--- src/rtl/led_blink_ctrl.sv ---
// Multi-channel LED blink controller on an Avalon-MM slave (ON/OFF/enable/invert/one-shot per channel).
// Define LED_BLINK_IRQ_EN to add the irq output, CTRL.IRQ_MASK and the W1C STATUS.PEND flag.
module led_blink_ctrl #(
    parameter int NUM_CH = 8,
    parameter int CNT_W  = 24,
    parameter int ADDR_W = $clog2(NUM_CH) + 2
) (
    input  logic              clk,
    input  logic              reset_n,
    input  logic [ADDR_W-1:0] avs_s0_address,
    input  logic              avs_s0_read,
    input  logic              avs_s0_write,
    input  logic [31:0]       avs_s0_writedata,
    output logic [31:0]       avs_s0_readdata,
    output logic [NUM_CH-1:0] leds
`ifdef LED_BLINK_IRQ_EN
    ,
    output logic              irq
`endif
);

    typedef enum logic [1:0] {ST_IDLE, ST_ON, ST_OFF} state_t;

    logic [ADDR_W-1:0] w_ch_idx;
    logic [1:0]        w_reg;
    logic [NUM_CH-1:0] w_sel;
    logic [NUM_CH-1:0] w_wr_ctrl;
    logic [NUM_CH-1:0] w_wr_on;
    logic [NUM_CH-1:0] w_wr_off;

    logic [NUM_CH-1:0] r_en;
    logic [NUM_CH-1:0] r_inv;
    logic [NUM_CH-1:0] r_oneshot;
    logic [CNT_W-1:0]  r_on_cnt  [NUM_CH];
    logic [CNT_W-1:0]  r_off_cnt [NUM_CH];
    logic [CNT_W-1:0]  r_cnt     [NUM_CH];
    logic [CNT_W-1:0]  w_nxt_cnt [NUM_CH];
    state_t            r_state     [NUM_CH];
    state_t            w_nxt_state [NUM_CH];
    logic [NUM_CH-1:0] w_on_done;
    logic [NUM_CH-1:0] w_off_done;
    logic [NUM_CH-1:0] w_os_clr;
    logic [NUM_CH-1:0] w_raw;
    logic [31:0]       w_rdata;

`ifdef LED_BLINK_IRQ_EN
    logic [NUM_CH-1:0] w_wr_stat;
    logic [NUM_CH-1:0] r_mask;
    logic [NUM_CH-1:0] r_pend;
    logic [NUM_CH-1:0] w_pend_set;
`endif

    assign w_ch_idx = avs_s0_address >> 2;
    assign w_reg    = avs_s0_address[1:0];

    // Channels at or beyond NUM_CH never match, so they read 0 and ignore writes.
    always_comb begin
        w_sel     = '0;
        w_wr_ctrl = '0;
        w_wr_on   = '0;
        w_wr_off  = '0;
`ifdef LED_BLINK_IRQ_EN
        w_wr_stat = '0;
`endif
        for (int unsigned ch = 0; ch < NUM_CH; ch++) begin
            w_sel[ch]     = (w_ch_idx == ADDR_W'(ch));
            w_wr_ctrl[ch] = avs_s0_write & w_sel[ch] & (w_reg == 2'd0);
            w_wr_on[ch]   = avs_s0_write & w_sel[ch] & (w_reg == 2'd1);
            w_wr_off[ch]  = avs_s0_write & w_sel[ch] & (w_reg == 2'd2);
`ifdef LED_BLINK_IRQ_EN
            w_wr_stat[ch] = avs_s0_write & w_sel[ch] & (w_reg == 2'd3);
`endif
        end
    end

    always_ff @(posedge clk or negedge reset_n) begin
        if (!reset_n) begin
            r_en      <= '0;
            r_inv     <= '0;
            r_oneshot <= '0;
`ifdef LED_BLINK_IRQ_EN
            r_mask    <= '0;
            r_pend    <= '0;
`endif
            for (int unsigned ch = 0; ch < NUM_CH; ch++) begin
                r_on_cnt[ch]  <= '0;
                r_off_cnt[ch] <= '0;
            end
        end else begin
            for (int unsigned ch = 0; ch < NUM_CH; ch++) begin
                // A same-cycle bus write to CTRL overrides the one-shot auto-clear.
                if (w_wr_ctrl[ch]) begin
                    r_en[ch]      <= avs_s0_writedata[0];
                    r_inv[ch]     <= avs_s0_writedata[1];
                    r_oneshot[ch] <= avs_s0_writedata[2];
`ifdef LED_BLINK_IRQ_EN
                    r_mask[ch]    <= avs_s0_writedata[3];
`endif
                end else if (w_os_clr[ch]) begin
                    r_en[ch] <= 1'b0;
                end
                if (w_wr_on[ch])
                    r_on_cnt[ch] <= avs_s0_writedata[CNT_W-1:0];
                if (w_wr_off[ch])
                    r_off_cnt[ch] <= avs_s0_writedata[CNT_W-1:0];
`ifdef LED_BLINK_IRQ_EN
                if (w_pend_set[ch])
                    r_pend[ch] <= 1'b1;
                else if (w_wr_stat[ch] && avs_s0_writedata[2])
                    r_pend[ch] <= 1'b0;
`endif
            end
        end
    end

    always_ff @(posedge clk or negedge reset_n) begin
        if (!reset_n) begin
            for (int unsigned ch = 0; ch < NUM_CH; ch++) begin
                r_state[ch] <= ST_IDLE;
                r_cnt[ch]   <= '0;
            end
        end else begin
            for (int unsigned ch = 0; ch < NUM_CH; ch++) begin
                r_state[ch] <= w_nxt_state[ch];
                r_cnt[ch]   <= w_nxt_cnt[ch];
            end
        end
    end

    // Terminal compares use >= against the live duration so a shrink ends the phase at once.
    always_comb begin
        w_on_done  = '0;
        w_off_done = '0;
        for (int unsigned ch = 0; ch < NUM_CH; ch++) begin
            w_on_done[ch]  = (r_on_cnt[ch] == '0) || (r_cnt[ch] >= r_on_cnt[ch] - CNT_W'(1));
            w_off_done[ch] = (r_off_cnt[ch] == '0) || (r_cnt[ch] >= r_off_cnt[ch] - CNT_W'(1));
        end
    end

    always_comb begin
        w_os_clr = '0;
        for (int unsigned ch = 0; ch < NUM_CH; ch++) begin
            w_nxt_state[ch] = r_state[ch];
            w_nxt_cnt[ch]   = '0;
            if (!r_en[ch]) begin
                w_nxt_state[ch] = ST_IDLE;
            end else begin
                case (r_state[ch])
                    ST_IDLE: w_nxt_state[ch] = ST_ON;
                    ST_ON: begin
                        if (w_on_done[ch])
                            w_nxt_state[ch] = ST_OFF;
                        else
                            w_nxt_cnt[ch] = r_cnt[ch] + CNT_W'(1);
                    end
                    ST_OFF: begin
                        if (w_off_done[ch]) begin
                            if (r_oneshot[ch]) begin
                                w_nxt_state[ch] = ST_IDLE;
                                w_os_clr[ch]    = 1'b1;
                            end else begin
                                w_nxt_state[ch] = ST_ON;
                            end
                        end else begin
                            w_nxt_cnt[ch] = r_cnt[ch] + CNT_W'(1);
                        end
                    end
                    default: w_nxt_state[ch] = ST_IDLE;
                endcase
            end
        end
    end

    always_comb begin
        w_raw = '0;
`ifdef LED_BLINK_IRQ_EN
        w_pend_set = '0;
`endif
        for (int unsigned ch = 0; ch < NUM_CH; ch++) begin
            w_raw[ch] = r_en[ch] & (r_on_cnt[ch] != '0) &
                        ((r_off_cnt[ch] == '0) | (r_state[ch] == ST_ON));
`ifdef LED_BLINK_IRQ_EN
            w_pend_set[ch] = (r_state[ch] == ST_OFF) && (w_nxt_state[ch] != ST_OFF);
`endif
        end
    end

    always_comb begin
        w_rdata = '0;
        for (int unsigned ch = 0; ch < NUM_CH; ch++) begin
            if (w_sel[ch]) begin
                case (w_reg)
                    2'd0: begin
                        w_rdata[0] = r_en[ch];
                        w_rdata[1] = r_inv[ch];
                        w_rdata[2] = r_oneshot[ch];
`ifdef LED_BLINK_IRQ_EN
                        w_rdata[3] = r_mask[ch];
`endif
                    end
                    2'd1: w_rdata[CNT_W-1:0] = r_on_cnt[ch];
                    2'd2: w_rdata[CNT_W-1:0] = r_off_cnt[ch];
                    default: begin
                        w_rdata[0] = w_raw[ch];
                        w_rdata[1] = (r_state[ch] != ST_IDLE);
`ifdef LED_BLINK_IRQ_EN
                        w_rdata[2] = r_pend[ch];
`endif
                    end
                endcase
            end
        end
    end

    always_ff @(posedge clk or negedge reset_n) begin
        if (!reset_n) begin
            avs_s0_readdata <= '0;
            leds            <= '0;
        end else begin
            if (avs_s0_read)
                avs_s0_readdata <= w_rdata;
            leds <= w_raw ^ r_inv;
        end
    end

`ifdef LED_BLINK_IRQ_EN
    always_ff @(posedge clk or negedge reset_n) begin
        if (!reset_n)
            irq <= 1'b0;
        else
            irq <= |(r_pend & r_mask);
    end
`endif

endmodule

--- config.mk ---
export PLATFORM = sky130hd
export DESIGN_NAME = led_blink_ctrl
export DESIGN_NICKNAME = d
export VERILOG_FILES = /design/src/rtl/led_blink_ctrl.sv
export SDC_FILE = /design/constraint.sdc
export NUM_CORES = 2
export LEC_CHECK = 0
export BUFFER_PORTS_ARGS = -buffer_cell sky130_fd_sc_hd__buf_2
export CAP_MARGIN = 30
export CORE_MARGIN = 2
export CORE_UTILIZATION = 35
export CTS_CLUSTER_DIAMETER = 40
export DETAILED_ROUTE_END_ITERATION = 10
export GPL_TIMING_DRIVEN = 0
export PLACE_DENSITY_LB_ADDON = 0.25
export SYNTH_ARGS = -nofsm -noshare
export SYNTH_HDL_FRONTEND = slang
export SYNTH_SLANG_ARGS = --single-unit
export TNS_END_PERCENT = 20
--- constraint.sdc ---
create_clock -name clk -period 4.9 [get_ports clk]
set_clock_uncertainty 0.05 [all_clocks]
set_input_delay 0.98 -clock clk [delete_from_list [all_inputs] [get_ports clk]]
set_output_delay 0.98 -clock clk [all_outputs]
set_load 0.005 [all_outputs]
==> impl_metrics.csv <==
group,metric,value,unit
outcome,outcome,"finished clean",
global_route,grt_max_degree,109,
power,pwr-share-comb,0.258,
setup_path,crit_path_max_fanout,6,
floorplanning,dieHeight,361,um
power,pwr-share-seq,0.354,
job,max-cap-violations,0,
routing,drt_iter0_drc,3634,
floorplanning,dieArea,0.130,mm^2
routing,vias,37900,
clock_tree,htreeDepth,3,
power,switching_share,0.360,
clock_tree,clk_path_buf_depth,3,
sta,tightest_slew,1070,ps
clock_tree,clock-root-buffer,"clkbuf_16",
yosys,avgSynthCellArea,9.68,um^2
sta,hold_violations,0,
routing,avgViaCountPerCell,5.76,
global_route,antenna_found_initial,17,
setup_path,critPathArrivalTime,5260,ps
sta,fin_crit_sh,0.956,
power,pwr-share-clk,0.388,
layout,final_core_util,0.412,
clock_tree,cts.sink_count,648,
routing,drtAntennaViolNets,0,
place,hpwl,127000,um
setup_path,path_class,"flop to flop",
setup_path,r2r_start,"r_on_cnt[122]$_DFFE_PN0P_",
routing,firstDrtPassIters,5,
clock_tree,clkTransAtPathRegs,60,ps
layout,final_common_cell,"dfrtp_1",
yosys,synth_edf_count,0,
clock_tree,clock_latency,720,ps
power,p_switching,7750,uW
sta,setup_tns,0,ps
floorplanning,io_pins,81,
yosys,synth_area,0.0446,mm^2
setup_path,end_kind,"flop",
floorplanning,core,0.126,mm^2
place,place.gp.congestion,0.981,
setup_path,cp-start-kind,"flop",
yosys,synthFlopType,"dfrtp_1",
sta,timing.final.ws_setup,216,ps
sta,setup_violations,0,
routing,drc,0,
layout,synthToLayoutAreaGrowth,16.4,%
place,portBuffers,63,
sta,max_freq,213,MHz
sta,period_needed,4680,ps
yosys,yosysWarnings,0,
sta,slew_viol_final,0,
sta,slew_headroom,0.283,
yosys,synth_seq_cells,648,
place,place_ws,-839,ps
floorplanning,die_w,361,um
layout,mostFrequentLayoutCells,"dfrtp_1, ha_1, nor2_1, mux2_2, nand2_1",
global_route,grt_pass1_vias,36100,
yosys,synthDistinctLibCells,75,
routing,wl_per_cell,25.2,um
layout,drive_gt1_frac,0.156,
clock_tree,cts_tree,"yes",
yosys,ys_seq_area_frac,0.364,
sta,holdWs,124,ps
global_route,grt.total_usage,0.249,
clock_tree,cts_buffers,111,
power,power_density,414,mW/mm^2
clock_tree,cts_hold_buf,0,
layout,layout.nets,5338,
power,vdd_drop_max,0.000282,V
power,internal_power,13800,uW
yosys,synthCells,4609,
global_route,grt_overflow_total,0,
power,p_leak,0.0216,uW
setup_path,setup.worst_path.start,"r_on_cnt[122]$_DFFE_PN0P_",
setup_path,required,5470,ps
global_route,grt_first_pass_wirelength,242000,um
worst_hold_path,min_path_type,"primary input to asynchronous set/reset pin",
yosys,async_flop_share,1.00,
floorplanning,initial_core_util,0.354,
routing,routed_wl,166000,um
floorplanning,rows,130,
[worst max-delay path, cell delays in order, from the launching register on]
cell and delay, ps:
dfrtp_1 480, or4_4 620, or3_1 400, nor4_4 250
nand3_1 170, or2_2 360, or3b_1 370, xor2_1 160
ha_1 280, nand3_1 160, nor4_4 230, a22oi_1 110
nand4_1 150, a31oi_2 90, or4_1 530, a21boi_0 180
[timing repair]
item / in CTS / in global routing
setup endpoints to repair: 126 / 201
pin swaps: 6 / 4
setup buffers: 8 / 6
gates resized for setup: 14 / 43
[worst paths after layout]
path / end / cells after the start / slack, ps
worst max-delay path: r_state[10]$_DFFE_PN0P_ / 15 / 220
worst min-delay path: r_cnt[159]$_DFF_PN0_ / 1 / 120
worst max register to register: r_state[10]$_DFFE_PN0P_ / 15 / 220
worst min register to register: r_cnt[120]$_DFF_PN0_ / 1 / 440
max in group asynchronous: r_cnt[11]$_DFF_PN0_ / 4 / 3060
min in group clk: r_cnt[120]$_DFF_PN0_ / 1 / 440
[power groups by stage]
stage               sequential, uW  clock (uW)  combinational [uW]
finish                        7620        8350                5540
global route                  7700        8670                6090
CTS                           7530        8450                5410
detailed placement            7610           0                5340
global placement              7590           0                5200
floorplan                     7030           0                3670
[flip-flops by register name, indices dropped and copies added, names as in the netlist]
signal,cells
r_cnt,192
r_off_cnt,192
r_on_cnt,192
avs_s0_readdata,24
r_state,16
leds,8
r_en,8
r_inv,8
r_oneshot,8
[cell type report]
| class | count | area (um^2) |
|---|---|---|
| clock inverters | 76 | 965 |
| plain buffers | 193 | 782 |
| well taps | 1650 | 2060 |
| diodes | 5 | 12.5 |
| fillers | 12300 | 74100 |
| clock buffers | 130 | 3020 |
| multi-input cells | 3665 | 27500 |
| repair buffers | 108 | 970 |
| flip-flops and latches | 648 | 16200 |
| inverters | 110 | 413 |
[cells in the mapped netlist, drive strengths merged (6+ instances only)]
library cell,count,share of area
a222oi,18,0.0040
nand2b,29,0.0041
o21ai,158,0.018
a221oi,29,0.0057
mux2i,7,0.0016
o31ai,8,0.0013
and4,19,0.0037
dfrtp,648,0.36
and3,56,0.0081
a21boi,10,0.0017
nor4b,9,0.0018
nand4b,6,0.0012
o22ai,68,0.0095
nor2,417,0.035
xnor2,315,0.062
a21oi,151,0.017
or2,17,0.0024
a22oi,151,0.025
clkbuf,170,0.014
nand2,323,0.027
a211o,11,0.0022
o211ai,23,0.0041
a31oi,25,0.0035
and2,17,0.0024
or4,50,0.0087
nand4,69,0.0097
ha,460,0.13
nor4,99,0.015
nor2b,28,0.0039
o31a,6,0.0012
o21a,11,0.0019
xor2,214,0.042
nor3b,21,0.0035
or3,28,0.0039
buf,23,0.0028
nand3b,10,0.0017
mux2,362,0.091
nand3,117,0.013
a21o,37,0.0062
a211oi,20,0.0034
nor3,204,0.023
inv,110,0.0093
[stage by stage]
step | instance area [um^2] | cells | power [uW]
floorplan | 44600 | 4616 | 10700
global placement | 47000 | 6329 | 12800
detailed placement | 47500 | 6359 | 12900
CTS | 51600 | 6573 | 21400
global route | 51900 | 6580 | 22500
finish | 51900 | 6585 | 21500
[logic make-up (layout without fill, tap and decap cells)]
kind of cell,Yosys count,count (layout),share of synthesized area
compound gates,766,766,0.113
other cells,1,13,0.0000841
buf+inv,303,617,0.0263
simple gates,1533,1533,0.171
flops,648,648,0.364
fa+ha+maj,460,460,0.129
mux,369,369,0.0930
xor+xnor,529,529,0.104
[layer usage]
layer  global-route usage  vias to the layer above  wire (um)
li1                     -                    17300          -
met1                0.347                    18700      73200
met2                0.365                     1533      69700
met3               0.0666                      341      15600
met4               0.0991                       22       6980
met5                    0                        -        142
(Power assumes the default switching activity.)
